--- src/rtl/spi_xfer_ctrl_if.sv ---
// Signal bundle between spi_xfer_ctrl, the wishbone register file and spi_clkgen.
// The ss_n member exists only when SPI_XFER_AUTO_SS_EN is defined.
interface spi_xfer_ctrl_if #(
  parameter int MAX_LEN = 32,
  parameter int LEN_W   = 5
);
  logic               start;
  logic               abort;
  logic [LEN_W-1:0]   char_len;
  logic               lsb;
  logic               tx_neg;
  logic               rx_neg;
  logic [MAX_LEN-1:0] tx_data;
  logic               pos_edge;
  logic               neg_edge;
  logic               sclk_in;
  logic               miso;
  logic               tip;
  logic               go;
  logic               last_clk;
  logic               mosi;
  logic [MAX_LEN-1:0] rx_data;
  logic               done;
`ifdef SPI_XFER_AUTO_SS_EN
  logic               ss_n;

  modport master (
    output start, abort, char_len, lsb, tx_neg, rx_neg, tx_data,
    output pos_edge, neg_edge, sclk_in, miso,
    input  tip, go, last_clk, mosi, rx_data, done, ss_n
  );

  modport slave (
    input  start, abort, char_len, lsb, tx_neg, rx_neg, tx_data,
    input  pos_edge, neg_edge, sclk_in, miso,
    output tip, go, last_clk, mosi, rx_data, done, ss_n
  );
`else
  modport master (
    output start, abort, char_len, lsb, tx_neg, rx_neg, tx_data,
    output pos_edge, neg_edge, sclk_in, miso,
    input  tip, go, last_clk, mosi, rx_data, done
  );

  modport slave (
    input  start, abort, char_len, lsb, tx_neg, rx_neg, tx_data,
    input  pos_edge, neg_edge, sclk_in, miso,
    output tip, go, last_clk, mosi, rx_data, done
  );
`endif
endinterface

--- src/rtl/spi_xfer_ctrl.sv ---
// Sequences one SPI character around spi_clkgen: shifts MOSI out, samples MISO in, pulses done.
// Optional automatic slave select (ss_n) is enabled by defining SPI_XFER_AUTO_SS_EN.
module spi_xfer_ctrl #(
  parameter int MAX_LEN = 32,
  parameter int LEN_W   = 5
) (
  input  logic           wb_clk,
  input  logic           wb_rst,
  spi_xfer_ctrl_if.slave bus
);
  localparam int CW = LEN_W + 1;
  localparam int IW = (MAX_LEN > 1) ? $clog2(MAX_LEN) : 1;

  typedef enum logic [2:0] {IDLE, LOAD, SHIFT, TAIL, DONE} state_t;
  state_t state_reg, state_next;

  logic [CW-1:0]      len_reg, cnt_reg, start_len, tx_cnt;
  logic               lsb_reg, mosi_reg;
  logic [MAX_LEN-1:0] tx_reg, rx_sh_reg, rx_sh_next, rx_data_reg;
  logic [IW-1:0]      rx_bit, tx_bit, first_bit;
  logic               load_fire, rx_stb, tx_stb;
  logic               tip, go, last_clk, done;

  // Position in the character of the bit that is current while the counter holds c.
  function automatic logic [IW-1:0] bit_idx(input logic [CW-1:0] len,
                                            input logic [CW-1:0] c,
                                            input logic          lsb_first);
    return IW'(lsb_first ? len - c : c - CW'(1));
  endfunction

  assign load_fire = (state_reg == IDLE) && bus.start;
  assign start_len = (bus.char_len == '0) ? CW'(MAX_LEN) : {1'b0, bus.char_len};
  assign first_bit = bit_idx(start_len, start_len, bus.lsb);
  assign rx_stb    = (state_reg == SHIFT) && (bus.rx_neg ? bus.neg_edge : bus.pos_edge);
  assign tx_stb    = (state_reg == SHIFT) && (bus.tx_neg ? bus.neg_edge : bus.pos_edge);
  assign rx_bit    = bit_idx(len_reg, cnt_reg, lsb_reg);
  // The next MOSI bit is the one the receiver samples once this cycle's count update lands.
  assign tx_cnt    = rx_stb ? cnt_reg - CW'(1) : cnt_reg;
  assign tx_bit    = bit_idx(len_reg, tx_cnt, lsb_reg);

  generate
    for (genvar gi = 0; gi < MAX_LEN; gi++) begin : g_rx_bit
      assign rx_sh_next[gi] = load_fire                       ? 1'b0 :
                              (rx_stb && rx_bit == IW'(gi))   ? bus.miso :
                                                                rx_sh_reg[gi];
    end
  endgenerate

  always_ff @(posedge wb_clk) begin
    if (wb_rst) begin
      state_reg <= IDLE;
    end else begin
      state_reg <= state_next;
    end
  end

  always_comb begin
    state_next = state_reg;
    tip        = 1'b0;
    go         = 1'b0;
    last_clk   = 1'b0;
    done       = 1'b0;
    case (state_reg)
      IDLE: begin
        if (bus.start) state_next = LOAD;
      end
      LOAD: begin
        tip        = 1'b1;
        go         = 1'b1;
        state_next = bus.abort ? IDLE : SHIFT;
      end
      SHIFT: begin
        tip      = 1'b1;
        go       = 1'b1;
        last_clk = (cnt_reg == CW'(1));
        if (bus.abort)                          state_next = IDLE;
        else if (rx_stb && cnt_reg == CW'(1))   state_next = TAIL;
      end
      TAIL: begin
        tip      = 1'b1;
        go       = 1'b1;
        last_clk = 1'b1;
        if (bus.abort)         state_next = IDLE;
        else if (!bus.sclk_in) state_next = DONE;
      end
      DONE: begin
        done       = 1'b1;
        state_next = IDLE;
      end
      default: state_next = IDLE;
    endcase
  end

  always_ff @(posedge wb_clk) begin
    if (wb_rst) begin
      len_reg     <= '0;
      cnt_reg     <= '0;
      lsb_reg     <= 1'b0;
      tx_reg      <= '0;
      rx_sh_reg   <= '0;
      rx_data_reg <= '0;
      mosi_reg    <= 1'b0;
    end else begin
      rx_sh_reg <= rx_sh_next;
      if (load_fire) begin
        len_reg  <= start_len;
        cnt_reg  <= start_len;
        lsb_reg  <= bus.lsb;
        tx_reg   <= bus.tx_data;
        mosi_reg <= bus.tx_data[first_bit];
      end else begin
        if (rx_stb && cnt_reg != '0) cnt_reg  <= cnt_reg - CW'(1);
        if (tx_stb && tx_cnt != '0)  mosi_reg <= tx_reg[tx_bit];
      end
      if (state_reg == TAIL && state_next == DONE) rx_data_reg <= rx_sh_reg;
    end
  end

  assign bus.tip      = tip;
  assign bus.go       = go;
  assign bus.last_clk = last_clk;
  assign bus.done     = done;
  assign bus.mosi     = mosi_reg;
  assign bus.rx_data  = rx_data_reg;
`ifdef SPI_XFER_AUTO_SS_EN
  assign bus.ss_n     = (state_reg == IDLE);
`endif
endmodule

--- src/flat_wrapper.sv ---
// flat-port wrapper written by rule: the top's interface ports become plain ports
module spi_xfer_ctrl_flat 
#(
  parameter int MAX_LEN = 32,
  parameter int LEN_W   = 5
)
  (wb_clk, wb_rst, bus_start, bus_abort, bus_char_len, bus_lsb, bus_tx_neg, bus_rx_neg, bus_tx_data, bus_pos_edge, bus_neg_edge, bus_sclk_in, bus_miso, bus_tip, bus_go, bus_last_clk, bus_mosi, bus_rx_data, bus_done);
  spi_xfer_ctrl_if #(.MAX_LEN(MAX_LEN), .LEN_W(LEN_W)) bus_i ();
  input  logic wb_clk;
  input  logic wb_rst;
  input wire logic [$bits(bus_i.start)-1:0] bus_start;
  input wire logic [$bits(bus_i.abort)-1:0] bus_abort;
  input wire logic [$bits(bus_i.char_len)-1:0] bus_char_len;
  input wire logic [$bits(bus_i.lsb)-1:0] bus_lsb;
  input wire logic [$bits(bus_i.tx_neg)-1:0] bus_tx_neg;
  input wire logic [$bits(bus_i.rx_neg)-1:0] bus_rx_neg;
  input wire logic [$bits(bus_i.tx_data)-1:0] bus_tx_data;
  input wire logic [$bits(bus_i.pos_edge)-1:0] bus_pos_edge;
  input wire logic [$bits(bus_i.neg_edge)-1:0] bus_neg_edge;
  input wire logic [$bits(bus_i.sclk_in)-1:0] bus_sclk_in;
  input wire logic [$bits(bus_i.miso)-1:0] bus_miso;
  output wire logic [$bits(bus_i.tip)-1:0] bus_tip;
  output wire logic [$bits(bus_i.go)-1:0] bus_go;
  output wire logic [$bits(bus_i.last_clk)-1:0] bus_last_clk;
  output wire logic [$bits(bus_i.mosi)-1:0] bus_mosi;
  output wire logic [$bits(bus_i.rx_data)-1:0] bus_rx_data;
  output wire logic [$bits(bus_i.done)-1:0] bus_done;
  assign bus_i.start = bus_start;
  assign bus_i.abort = bus_abort;
  assign bus_i.char_len = bus_char_len;
  assign bus_i.lsb = bus_lsb;
  assign bus_i.tx_neg = bus_tx_neg;
  assign bus_i.rx_neg = bus_rx_neg;
  assign bus_i.tx_data = bus_tx_data;
  assign bus_i.pos_edge = bus_pos_edge;
  assign bus_i.neg_edge = bus_neg_edge;
  assign bus_i.sclk_in = bus_sclk_in;
  assign bus_i.miso = bus_miso;
  assign bus_tip = bus_i.tip;
  assign bus_go = bus_i.go;
  assign bus_last_clk = bus_i.last_clk;
  assign bus_mosi = bus_i.mosi;
  assign bus_rx_data = bus_i.rx_data;
  assign bus_done = bus_i.done;
  spi_xfer_ctrl #(.MAX_LEN(MAX_LEN), .LEN_W(LEN_W)) u_core (.wb_clk(wb_clk), .wb_rst(wb_rst), .bus(bus_i));
endmodule
--- config.mk ---
export PLATFORM = sky130hd
export DESIGN_NAME = spi_xfer_ctrl_flat
export DESIGN_NICKNAME = d
export VERILOG_FILES = /design/src/rtl/spi_xfer_ctrl_if.sv /design/src/rtl/spi_xfer_ctrl.sv /design/src/flat_wrapper.sv
export SDC_FILE = /design/constraint.sdc
export NUM_CORES = 1
export LEC_CHECK = 0
export ABC_AREA = 1
export CORE_MARGIN = 2
export CORE_UTILIZATION = 55
export CTS_CLUSTER_DIAMETER = 30
export CTS_CLUSTER_SIZE = 40
export DETAILED_ROUTE_END_ITERATION = 16
export GPL_TIMING_DRIVEN = 1
export PLACE_DENSITY = 0.82
export SLEW_MARGIN = 10
export SYNTH_ARGS = -nofsm -noshare
export SYNTH_HDL_FRONTEND = slang
export SYNTH_SLANG_ARGS = --single-unit
--- constraint.sdc ---
create_clock -name wb_clk -period 3.5 [get_ports wb_clk]
set_clock_uncertainty 0.15 [all_clocks]
set_input_delay 0.35 -clock wb_clk [delete_from_list [all_inputs] [get_ports wb_clk]]
set_output_delay 0.35 -clock wb_clk [all_outputs]
set_load 0.02 [all_outputs]
==> results of run 1 <==
## per-stage QoR
stage / total power [mW] / area [um^2] / hold slack (ns) / instances
6_report: 2.956 / 7063 / 0.3310 / 1067
3_3_place_gp: 1.982 / 6798 / 0.3117 / 1051
4_1_cts: 2.955 / 7063 / 0.3295 / 1067
2_1_floorplan: 1.809 / 5889 / 0.2984 / 863
5_1_grt: 3.093 / 7063 / 0.3491 / 1067
3_5_place_dp: 1.990 / 6798 / 0.3119 / 1051
## worst paths after layout
check,depth (start not counted),from,to,slack [ns]
setup / recovery,16,u_core.cnt_reg[0],u_core.bus.mosi,0.47
hold / removal,2,u_core.tx_reg[19],u_core.tx_reg[19],0.33
setup reg to reg,16,u_core.cnt_reg[0],u_core.bus.mosi,0.47
hold reg to reg,2,u_core.tx_reg[19],u_core.tx_reg[19],0.33
## cells by family (layout without fill, tap and decap cells)
| group | Yosys count | in the layout | synth area share |
|---|---|---|---|
| DFF | 112 | 112 | 0.3807 |
| adders and majority gates | 13 | 13 | 0.03017 |
| buffers and inverters | 130 | 198 | 0.08838 |
| xor gates and xnor gates | 9 | 9 | 0.01339 |
| AOI/OAI and AO/OA | 160 | 160 | 0.1481 |
| and+or+nand+nor | 439 | 439 | 0.3393 |
## worst max-delay path, cell delays in order, from the launching register on
cell and delay, ns:
dfxtp_1 0.48, inv_1 0.20, ha_1 0.36, nand3_1 0.13, nand2_4 0.14, fa_1 0.41
or2_2 0.35, nand2_4 0.13, inv_2 0.07, nand2_1 0.06, nand2_1 0.04, nand2_1 0.05
nand2_1 0.05, nand2_1 0.07, nand3_1 0.10, nand3_2 0.08, a21oi_2 0.05
## cells in the mapped netlist (2+ instances only)
cell type  instances
a21oi_1           36
nand2_4            7
o211ai_1          10
dfxtp_1          112
o21a_1             2
nor2_4             2
nor3_1            41
buf_4              4
inv_1             74
nand2_2            4
o22ai_1            3
nand3_1           91
o21ai_0           74
nor2_2             6
o21ai_1           15
clkbuf_1          29
buf_2              8
xnor2_1            2
nor2_1            93
nand2_1          180
nand3_2            8
nand4_1            2
a31oi_1           15
xor2_1             7
ha_1              11
inv_2             13
fa_1               2
## routing by layer
metal / share of wire / wire (um) / GRT usage
met5: 0 / 0 / 0
met4: 0.021 / 318 / 0.08883
met3: 0.067 / 1045 / 0.05024
met2: 0.45 / 6922 / 0.4223
met1: 0.47 / 7204 / 0.3882
## area by class of cell
cell class	count	area share
Multi-Input combinational cell	621	0.4439
Sequential cell	112	0.3174
Timing Repair Buffer	95	0.1307
Inverter	87	0.04624
Tap cell	136	0.02409
Clock inverter	7	0.02002
Clock buffer	9	0.01754
## power by group through the flow
stage	logic (mW)	registers (mW)	clock network, mW
2_1_floorplan	0.440	1.37	0
3_3_place_gp	0.607	1.37	0
3_5_place_dp	0.616	1.37	0
4_1_cts	0.619	1.35	0.989
5_1_grt	0.702	1.35	1.04
6_report	0.627	1.35	0.982
==> impl_metrics.env, run 1 <==
export IMPL_power_density_nw_per_um2=418.6
export IMPL_final_cell_mix="nand2_1 (180), dfxtp_1 (112), nor2_1 (92)"
export IMPL_start_util=0.5679
export IMPL_cts_tree="built"
export IMPL_status="finished clean"
export IMPL_synth_async_sr_flop_share=0
export IMPL_netlist_area_um2=5889
export IMPL_seqCellArea_um2=2242
export IMPL_fmax_ghz=0.3300
export IMPL_seq_area_frac_synth=0.3807
export IMPL_grt_pass1_vias=5284
export IMPL_clockPowerShare=0.332
export IMPL_critPathKind="flip-flop to flip-flop"
export IMPL_startpoint_type="flip-flop"
export IMPL_cts_hold_buffers_added=0
export IMPL_clock_root_buffer="clkbuf_8"
export IMPL_layout_min_cycle_time_ns=3.030
export IMPL_ys_types=39
export IMPL_nFillCells=936
export IMPL_fp_dieW_um=107.5
export IMPL_postSynthAreaPerCell_um2=6.824
export IMPL_viasPerCell=5.525
export IMPL_mostFrequentLayoutCell="nand2_1"
export IMPL_vias=5895
export IMPL_overflow=0
export IMPL_io_pins=85
export IMPL_final_core_util=0.6811
export IMPL_maxCapViolations=0
export IMPL_synth_main_ff_cell="dfxtp_1"
export IMPL_grt_usage=0.2742
export IMPL_grt_pass1_wl_um=25500
export IMPL_relSlewSlack=0.3392
export IMPL_p_sw_mw=0.9298
export IMPL_drt_iter0_markers=455
export IMPL_sequentialPowerShare=0.456
export IMPL_core_um2=10370
export IMPL_synth_area_leaders="dfxtp_1 (38%), nand2_1 (11%), nand3_1 (7.7%)"
export IMPL_cts_sinks=112
export IMPL_cts_setup_buffers=0
export IMPL_drt_total_wl_um=15490
export IMPL_place_congestion=0.9772
export IMPL_p_sw_frac=0.3145
export IMPL_port_buffers=84
export IMPL_synth_top_area_cell="dfxtp_1"
export IMPL_path_clk_slew_ns=0.11
export IMPL_synth_seq_cells=112
export IMPL_tightest_slew_ns=0.9900
export IMPL_cp_end_kind="flip-flop"
export IMPL_syn_to_final_growth_pct=19.93
export IMPL_final_max_slew_violation_count=0
export IMPL_antenna_found_initial=0
export IMPL_finalWorstSetupSlack_ns=0.4698
export IMPL_final_nets=987
export IMPL_rows=37
export IMPL_cts_buffer_depth=2
export IMPL_die_h_um=107.5
export IMPL_cp_arrival_ns=3.16
export IMPL_internal_power_mw=2.026
export IMPL_cts_buffers=9
export IMPL_p_leak_nw=3.056
export IMPL_ys_warn_count=0
export IMPL_cts_repair_resized=0
export IMPL_synth_edf_count=0
export IMPL_hold_path_class="flip-flop to flip-flop"
export IMPL_ir_drop_v=0.0002832
export IMPL_route_detailed_drc=0
export IMPL_worst_path_max_fanout=9
export IMPL_dr_pass1_iters=5
export IMPL_yosysTopAreaCellShare=0.3807
export IMPL_antenna_cells_inserted=0
export IMPL_critPathRequiredTime_ns=3.63
export IMPL_die_area_um2=11550
export IMPL_multi_input_area_um2=3136
export IMPL_dpl_worst_slack_ns=0.2636
export IMPL_grt_max_degree=68
export IMPL_combPwrFrac=0.212
export IMPL_setup_tns_ns=0
export IMPL_hold_viol_final=0
export IMPL_routedWlPerCell_um=14.52
export IMPL_finalCritPeriodShare=0.8658
export IMPL_drive_above_1_share=0.07948
export IMPL_synth_nets=924
export IMPL_rsz0062_at_grt="false"
export IMPL_dp_hpwl_um=10830
export IMPL_htree_num_levels=3
export IMPL_ant_nets=0
export IMPL_clk_insertion_delay_late_ns=0.39
export IMPL_setup_viol=0
export IMPL_syn_instance_count=863
(Power assumes the default switching activity.)
==> inputs of run 2 (changes only) <==
--- a/config.mk
+++ b/config.mk
@@ -6,6 +6,7 @@
 export NUM_CORES = 1
 export LEC_CHECK = 0
 export ABC_AREA = 1
+export CORE_ASPECT_RATIO = 1.2
 export CORE_MARGIN = 2
 export CORE_UTILIZATION = 55
 export CTS_CLUSTER_DIAMETER = 30
==> impl_metrics.env, run 2 (synthesized netlist as in run 1, its figures left out) <==
export IMPL_core_um2=10470
export IMPL_path_clk_slew_ns=0.08
export IMPL_setup_tns_ns=0
export IMPL_rsz0062_at_grt="false"
export IMPL_grt_pass1_wl_um=27040
export IMPL_p_leak_nw=3.094
export IMPL_nFillCells=937
export IMPL_clock_root_buffer="clkbuf_16"
export IMPL_slowest_delay_ns=0.49
export IMPL_fp_dieW_um=98.47
export IMPL_layout_min_cycle_time_ns=3.103
export IMPL_cts_sinks=112
export IMPL_final_max_slew_violation_count=0
export IMPL_mostFrequentLayoutCell="nand2_1"
export IMPL_drt_total_wl_um=16190
export IMPL_cts_buffers=9
export IMPL_hold_viol_final=0
export IMPL_dr_pass1_iters=6
export IMPL_viasPerCell=5.703
export IMPL_final_cell_mix="nand2_1 (180), dfxtp_1 (112), nor2_1 (93)"
export IMPL_status="finished clean"
export IMPL_power_density_nw_per_um2=439.6
export IMPL_grt_pass1_vias=5802
export IMPL_crit_slowest_cell="dfxtp_1"
export IMPL_startpoint_type="flip-flop"
export IMPL_cts_setup_buffers=0
export IMPL_grt_max_degree=68
export IMPL_hold_path_class="flip-flop to flip-flop"
export IMPL_cts_hold_buffers_added=0
export IMPL_ir_drop_v=0.0002370
export IMPL_grt_usage=0.2794
export IMPL_rows=41
export IMPL_cts_tree="built"
export IMPL_port_buffers=84
export IMPL_io_pins=85
export IMPL_critPathKind="flip-flop to flip-flop"
export IMPL_route_detailed_drc=0
export IMPL_worst_path_max_fanout=9
export IMPL_htree_num_levels=3
export IMPL_ant_nets=0
export IMPL_cpMostUsedCell="nand2_1"
export IMPL_crit_family="simple AND/OR/NAND/NOR gates"
export IMPL_critPathRequiredTime_ns=3.59
export IMPL_crit_buf_inv=2
export IMPL_cp_end_kind="flip-flop"
export IMPL_place_congestion=0.9522
export IMPL_clk_insertion_delay_late_ns=0.35
export IMPL_cts_repair_resized=0
export IMPL_die_h_um=117.4
export IMPL_finalCritPeriodShare=0.8864
export IMPL_fmax_ghz=0.3223
export IMPL_drt_iter0_markers=356
export IMPL_maxCapViolations=0
export IMPL_overflow=0
export IMPL_antenna_cells_inserted=0
export IMPL_vias=6051
export IMPL_syn_to_final_growth_pct=21.01
export IMPL_cts_buffer_depth=2
export IMPL_placed_area_um2=6802
export IMPL_antenna_found_initial=0
export IMPL_relSlewSlack=0.3692
export IMPL_totalPowerFinal_mw=3.133
export IMPL_cp_arrival_ns=3.19
export IMPL_path_cells="inv_1 -> ha_1 -> nand3_1 -> nand2_4 -> fa_1 -> or2_2 -> nand2_4 -> inv_2 -> nand2_1 -> nand2_1 -> nand2_1 -> nand2_1 -> nand2_1 -> nand3_2 -> nand3_2 -> a21oi_2"
export IMPL_final_nets=989
export IMPL_setup_viol=0
export IMPL_die_area_um2=11560
export IMPL_drive_above_1_share=0.07940
export IMPL_start_util=0.5628
export IMPL_routedWlPerCell_um=15.26
export IMPL_tightest_slew_ns=0.9452
export IMPL_final_area_um2=7127
export IMPL_dp_hpwl_um=11210
[run 2: cell type report]
type / count / area, um^2 / share of cell area
sequential: 112 / 2242 / 0.3146
tap: 129 / 161.4 / 0.02265
multi-input combinational: 621 / 3133 / 0.4396
inverter: 87 / 326.6 / 0.04582
clock buffer: 9 / 225.2 / 0.03160
timing repair buffer: 97 / 938.4 / 0.1317
clock inverter: 6 / 100.1 / 0.01404
[run 2: worst paths after layout]
kind | start | end | slack, ns | cells past startpoint
hold / removal | u_core.tx_reg[14] | u_core.tx_reg[14] | 0.32 | 2
hold reg to reg | u_core.tx_reg[14] | u_core.tx_reg[14] | 0.32 | 2
setup reg to reg | u_core.cnt_reg[0] | u_core.bus.mosi | 0.40 | 16
setup / recovery | u_core.cnt_reg[0] | u_core.bus.mosi | 0.40 | 16
[run 2: power by group]
group / total [mW] / internal (mW) / leakage [nW] / switching, mW
logic: 0.640 / 0.223 / 2.02 / 0.417
clock network: 1.15 / 0.639 / 0.160 / 0.507
registers: 1.35 / 1.31 / 0.910 / 0.0343
total: 3.13 / 2.17 / 3.09 / 0.959
[run 2: worst register-to-register path, delay by kind of cell (launching register included)]
kind	cells	cell delay, ns
AOI/OAI and AO/OA	1	0.05
adders and majority gates	2	0.79
buffers and inverters	2	0.31
DFF	1	0.49
and+or+nand+nor	11	1.19
[run 2: layer usage]
metal	share of wire	global-route usage
met1	0.39	0.3422
met2	0.51	0.4928
met3	0.071	0.04052
met4	0.025	0.1027
met5	0	0
[run 2: metrics by stage]
step	worst slack [ns]	hold WS, ns	util	instances
after floorplan	0.8377	0.2984	-	863
after detailed placement	0.2515	0.3110	0.6499	1046
after CTS	0.4367	0.3234	0.6810	1061
final	0.3974	0.3244	0.6810	1061
after global routing	0.2297	0.3426	0.6810	1061
after global placement	0.3365	0.3099	0.6499	1046
==> inputs of run 3 (changes only) <==
--- a/config.mk
+++ b/config.mk
@@ -13,8 +13,9 @@
 export CTS_CLUSTER_SIZE = 40
 export DETAILED_ROUTE_END_ITERATION = 16
 export GPL_TIMING_DRIVEN = 1
+export HOLD_SLACK_MARGIN = 0.03
 export PLACE_DENSITY = 0.82
-export SLEW_MARGIN = 10
+export SLEW_MARGIN = 15
 export SYNTH_ARGS = -nofsm -noshare
 export SYNTH_HDL_FRONTEND = slang
 export SYNTH_SLANG_ARGS = --single-unit
==> results of run 3 <==
No change in the layout: final DEF, timing and power equal those of run 2.
